### config.mk
export PLATFORM = sky130hd
export DESIGN_NAME = dvs_aer_receiver
export DESIGN_NICKNAME = d
export VERILOG_FILES = /design/src/rtl/dvs_aer_receiver.sv
export SDC_FILE = /design/constraint.sdc
export NUM_CORES = 1
export LEC_CHECK = 0
export BUFFER_PORTS_ARGS = -buffer_cell sky130_fd_sc_hd__buf_2
export CORE_AREA = 2 2 91 93
export CTS_CLUSTER_DIAMETER = 40
export CTS_CLUSTER_SIZE = 16
export DETAILED_ROUTE_END_ITERATION = 16
export DIE_AREA = 0 0 93 95
export PLACE_DENSITY = 0.68
export SYNTH_ARGS = -nofsm -noshare
export SYNTH_HDL_FRONTEND = slang
export SYNTH_SLANG_ARGS = --single-unit
### constraint.sdc
create_clock -name clk -period 2.5 [get_ports clk]
set_input_delay 0.125 -clock clk [delete_from_list [all_inputs] [get_ports clk]]
set_output_delay 0.125 -clock clk [all_outputs]
set_load 0.02 [all_outputs]
### src/rtl/dvs_aer_receiver.sv
// DVS camera AER receiver: synchronizes the 4-phase handshake, decodes
// Y/X address words into timestamped events; includes the timer_us block.
package dvs_ravens_pkg;
  localparam int DVS_X_ADDR_BITS   = 9;
  localparam int DVS_Y_ADDR_BITS   = 9;
  localparam int AER_BITS          = 10;
  localparam int TIMESTAMP_US_BITS = 32;
  localparam int CLK_PERIOD_NS     = 10;
  localparam int DVS_WIDTH_PXLS    = 320;
  localparam int DVS_HEIGHT_PXLS   = 240;
endpackage


module dvs_aer_receiver
  import dvs_ravens_pkg::*;
#(
  parameter int Y_SETUP_NS = 50
) (
  input  logic                         clk,
  input  logic                         rst_n,
  input  logic [AER_BITS-1:0]          aer,
  input  logic                         xsel,
  input  logic                         req,
  input  logic [TIMESTAMP_US_BITS-1:0] time_us,
  output logic                         ack,
  output logic [DVS_X_ADDR_BITS-1:0]   event_x,
  output logic [DVS_Y_ADDR_BITS-1:0]   event_y,
  output logic [TIMESTAMP_US_BITS-1:0] event_timestamp,
  output logic                         event_polarity,
  output logic                         new_event
);

  localparam int SETUP_CYC =
    (Y_SETUP_NS + CLK_PERIOD_NS - 1) / CLK_PERIOD_NS;
  localparam int WAIT_CYC = (SETUP_CYC < 1) ? 1 : SETUP_CYC;
  localparam logic [7:0] WAIT_LAST = 8'(WAIT_CYC - 1);

  typedef enum logic [1:0] {
    IDLE,
    Y_WAIT,
    ACK_X,
    ACK_Y
  } state_e;

  state_e state_q, state_d;

  logic       req_meta_q, req_s_q;
  logic [7:0] cnt_q, cnt_d;
  logic       ack_q, ack_d;
  logic       new_event_q, new_event_d;

  logic [DVS_Y_ADDR_BITS-1:0]   row_y_q, row_y_d;
  logic [DVS_X_ADDR_BITS-1:0]   ex_q, ex_d;
  logic [DVS_Y_ADDR_BITS-1:0]   ey_q, ey_d;
  logic [TIMESTAMP_US_BITS-1:0] ets_q, ets_d;
  logic                         epol_q, epol_d;

  // req is asynchronous; aer/xsel are only looked at once req_s is seen
  always_ff @(posedge clk or negedge rst_n) begin
    if (!rst_n) begin
      req_meta_q <= 1'b0;
      req_s_q    <= 1'b0;
    end else begin
      req_meta_q <= req;
      req_s_q    <= req_meta_q;
    end
  end

  always_comb begin
    state_d     = state_q;
    cnt_d       = cnt_q;
    ack_d       = ack_q;
    new_event_d = 1'b0;
    row_y_d     = row_y_q;
    ex_d        = ex_q;
    ey_d        = ey_q;
    ets_d       = ets_q;
    epol_d      = epol_q;
    unique case (state_q)
      IDLE: begin
        if (req_s_q) begin
          if (xsel) begin
            state_d     = ACK_X;
            ack_d       = 1'b1;
            new_event_d = 1'b1;
            ex_d        = aer[DVS_X_ADDR_BITS:1];
            epol_d      = aer[0];
            ey_d        = row_y_q;
            ets_d       = time_us;
          end else begin
            state_d = Y_WAIT;
            cnt_d   = '0;
          end
        end
      end
      Y_WAIT: begin
        // Hold ack off long enough for the sender's Y setup window
        if (cnt_q == WAIT_LAST) begin
          row_y_d = aer[DVS_Y_ADDR_BITS-1:0];
          state_d = ACK_Y;
          ack_d   = 1'b1;
        end else begin
          cnt_d = cnt_q + 1'b1;
        end
      end
      ACK_X, ACK_Y: begin
        if (!req_s_q) begin
          ack_d   = 1'b0;
          state_d = IDLE;
        end
      end
      default: begin
        state_d = IDLE;
        ack_d   = 1'b0;
      end
    endcase
  end

  always_ff @(posedge clk or negedge rst_n) begin
    if (!rst_n) begin
      state_q     <= IDLE;
      cnt_q       <= '0;
      ack_q       <= 1'b0;
      new_event_q <= 1'b0;
      row_y_q     <= '0;
      ex_q        <= '0;
      ey_q        <= '0;
      ets_q       <= '0;
      epol_q      <= 1'b0;
    end else begin
      state_q     <= state_d;
      cnt_q       <= cnt_d;
      ack_q       <= ack_d;
      new_event_q <= new_event_d;
      row_y_q     <= row_y_d;
      ex_q        <= ex_d;
      ey_q        <= ey_d;
      ets_q       <= ets_d;
      epol_q      <= epol_d;
    end
  end

  assign ack             = ack_q;
  assign new_event       = new_event_q;
  assign event_x         = ex_q;
  assign event_y         = ey_q;
  assign event_timestamp = ets_q;
  assign event_polarity  = epol_q;

endmodule

### Word level (Yosys, flattened, before mapping)

Index checks and enable logic that the tools add are counted.

* flip-flop bits (word level): 74
* output and inout bits: 53
* input port bits: 46

* eq/ne operators: 10
* mux-type cells: 17
* $add $sub $neg: 1
* reduce and logical (&&, ||, !) cells: 8

Operators with widths (number)
* 8-bit two-way mux: 3
* 8-bit case mux with 2 select lines: 1
* 2-bit != test (second input constant): 6
* 8-bit by 1-bit adder with 8-bit output (second input constant): 1
* 8-bit by 3-bit == test with 1-bit output (second input constant): 1
* 2-bit two-way mux: 4
* 4-bit AND reduction: 2
* 1-bit two-way mux: 7
* 2-bit case mux with 3 select lines: 1
* 3-bit AND reduction: 2
* 2-bit == test (second input constant): 2
* 1-bit case mux with 3 select lines: 1
* 2-bit by 1-bit == test with 1-bit output (second input constant): 1
* 2-bit logical NOT: 1
* 2-bit AND reduction: 1
* 2-bit nonzero test: 1
* 2-bit OR reduction: 1

### Longest topological paths before layout

* depth after elaboration: 4
* depth in mapped cells: 6
* gate-level depth less buffers: 6

### Least setup slack after synthesis

Ideal clock, no wire load.

* path kind: reg2reg
* start: register cnt_q[4]
* end: register row_y_q[0]
* arrival time: 1.826 ns
* library setup time: 0.125 ns
* data required time: 2.375 ns
* path slack: 0.549 ns
* stages on the path, launching flop included: 5
* buffers on the path: 0
* cells stage by stage: dfrtp_1 > or4_4 > o31a_4 > nor2_8 > mux2_2

* word-level cells in the longest chain between the ends: 2

Ends and longest elaborated chain
* from (decl): line 48 `logic [7:0] cnt_q, cnt_d;`
* from (signal assigned): line 132 `cnt_q <= cnt_d;`
* 8-bit by 3-bit == test with 1-bit output: line 98 `if (cnt_q == WAIT_LAST) begin`
* 2-bit AND reduction (no line)
* to (signal assigned): line 135 `row_y_q <= row_y_d;`
* to (decl): line 52 `logic [DVS_Y_ADDR_BITS-1:0] row_y_q, row_y_d;`

No other way between the ends.
A chain may end at the register's enable or synchronous reset.

### Worst setup path after layout

* start: register cnt_q[4]
* end: register row_y_q[2]

Same word-level chain as after synthesis.

==> impl_results.md <==
* Status: complete, no violations
* Final Hold Viols at 0
* H-tree depth at 3
* Fill cell count at 732
* Area post-placement at 0.00356 mm2
* Initial DRC Count at 77
* ANT cells at 0
* Prevailing post-synth register cell: dfrtp_1
* Reg2Reg Depth at 4
* Post-route design area at 0.00400 mm2
* Post-synth top area share at 63.2%
* GPL Wtd Cong at 0.807
* Final TNS setup at 0 ps
* Mapped Nets at 243
* Largest area contributor in the netlist: dfrtp_1
* Slowest cell on the critical path: or4_4
* Worst Path Max Fanout at 10
* Crit end category: flop
* TritonRoute pass-1 iters at 4
* Post-CTS setup buffer count at 0
* Netlist cell types at 32
* Row count at 33
* Area grow syn2layout at 36.4%
* Setup repair after global routing missed its margin: no
* Synth warnings at 0
* Final period utilization at 82.0%
* Min Tclk post-route at 2050 ps
* Setup CP Type: reg2reg
* Post-Synthesis Cells at 195
* CP bufs+invs at 0
* Max clock buf depth at 2
* Nets@finish at 373
* Clk slew on worst S/H paths at 70 ps
* Data required, critical path at 2720 ps
* I/O pin count at 99
* Number of synthesized register bits at 74
* CP peak stage delay at 570 ps
* Final Total Pwr at 4960 uW
* Fraction of layout cells with a size suffix above 1 at 53.9%
* First-pass GRT wire length at 9210 um
* Routed wire length at 5650 um
* Count leader, synth: dfrtp_1
* Buffers on Ports at 98
* Die height at 95 um
* Share of flip-flops with an asynchronous set or reset at 100%
* Pleak at 0.00187 uW
* Max-cap violations at 0
* Syn Std Cell Area at 0.00293 mm2
* Top cells by area, synth: dfrtp_1 63%, mux2_2 22%, o21ai_0 2.1%
* Number of cells on the critical path at 4
* Root buf cell: clkbuf_8
* Full die area at 0.00884 mm2
* Core area at 0.00793 mm2
* Crit start category: flop
* Clock Sinks at 74
* EDFF count, synth at 0
* CP arrival at 2270 ps
* Vias per Instance at 4.67
* GRT overflow at 0
* Sequential Area at 0.00185 mm2
* F_max at 488 MHz
* Post-synth top cells: 74 x dfrtp_1, 58 x mux2_2, 12 x o21ai_0, 9 x nand2_1, 5 x buf_2
* Number of global-route vias before repair at 2027
* Vias at 2033
* Skew-Pair Late Insertion Delay at 340 ps
* Slew headroom at 39.7%
* Pwr dens at 1240 mW/mm2
* Register area share after synthesis at 63.2%
* Tightest Hold Check Type: in2reg
* Routed Antenna Nets at 0
* Multi-input combinational cell area at 0.00104 mm2
* Skew final at 7.71 ps
* Slew at the pin closest to its max-slew limit at 905 ps
* CTS buffer count at 9
* Total GRT Usage at 13.5%
* Critical path cell sequence: or4_4 -> o31a_4 -> nor2_8 -> mux2_2
* Largest net degree at the start of global routing at 75
* Initial core utilization at 36.9%
* VDD IR-drop max at 0.000559 V
* Die X at 93 um
* Post-CTS sizing at 0
* Antenna violations before repair at 0
* # setup viols final at 0
* Core Util, Final at 50.4%
* Placed Cells at 394
* Worst hold stages at 2
* Drt drc at 0
* CTS tree: done
* Avg Cell Area, Syn at 15.0 um2
* DP HPWL at 3830 um
* Post-CTS Hold Buffers at 25
* Max-slew violations at 0
* Layout Cells excl Fill at 435
* Routed len/inst at 13.0 um
* Largest delay contributor family on the critical path: simple AND/OR/NAND/NOR gates
-- kinds of logic (layout without fill, tap and decap cells) --
logic type | after synthesis | in the layout | share of synthesized area [%]
simple gates | 27 | 27 | 5.94
buf+inv | 9 | 144 | 1.37
compound gates | 21 | 21 | 4.91
fa+ha+maj | 2 | 2 | 0.854
flops | 74 | 74 | 63.2
mux | 61 | 61 | 23.4
xor+xnor | 1 | 1 | 0.299
-- flip-flops by register name (all words and copies together) (netlist names) --
signal           flops
event_timestamp     32
event_x              9
event_y              9
row_y_q              9
cnt_q                8
state_q              2
ack                  1
event_polarity       1
new_event            1
req_meta_q           1
req_s_q              1
-- metal layers --
| layer | GRT usage, % | wire length (um) |
|---|---|---|
| met1 | 16.4 | 2340 |
| met2 | 22.5 | 2900 |
| met3 | 3.99 | 331 |
| met4 | 5.39 | 85 |
| met5 | 0 | 0 |
-- cells in the final DEF (no fill, tap or decap), drive strengths merged, types with 3 or more instances in the layout --
cell | netlist | final
nand2 | 9 | 9
dfrtp | 74 | 74
o21ai | 12 | 12
buf | 5 | 100
nor3b | 3 | 3
inv | 3 | 3
dlygate4sd3 | 0 | 25
mux2 | 60 | 60
and3 | 3 | 3
nor2 | 3 | 3
clkbuf | 1 | 11
-- metrics by stage --
stage,hold WS [ps],worst slack [ps]
final,21.9,449
after global routing,4.41,363
after CTS,0.189,435
after detailed placement,240,445
after global placement,235,470
after floorplan,-171,549
-- where the power goes --
part	total [uW]	internal, uW	switching [uW]
clock network	869	458	412
registers	2040	1750	295
logic	2050	918	1130
-- final cells by class --
cell class	instances	share of cell area, %
Clock buffer	11	3.29
Tap cell	105	3.29
Timing Repair Buffer	125	19.3
Clock inverter	5	1.38
Sequential cell	74	46.4
Inverter	3	0.282
Multi-Input combinational cell	112	26.1
-- final timing paths --
check                      slack [ps]                               to            startpoint
setup / recovery                  450           row_y_q[2]$_DFFE_PN0P_  cnt_q[4]$_DFFE_PN0P_
hold / removal                     20  event_timestamp[22]$_DFFE_PN0P_           time_us[22]
setup reg to reg                  450           row_y_q[2]$_DFFE_PN0P_  cnt_q[4]$_DFFE_PN0P_
hold reg to reg                   360                req_s_q$_DFF_PN0_  req_meta_q$_DFF_PN0_
max in group asynchronous        1450  event_timestamp[20]$_DFFE_PN0P_                 rst_n
min in group asynchronous         440           event_y[0]$_DFFE_PN0P_                 rst_n
Power figures use the tool's default switching activity.
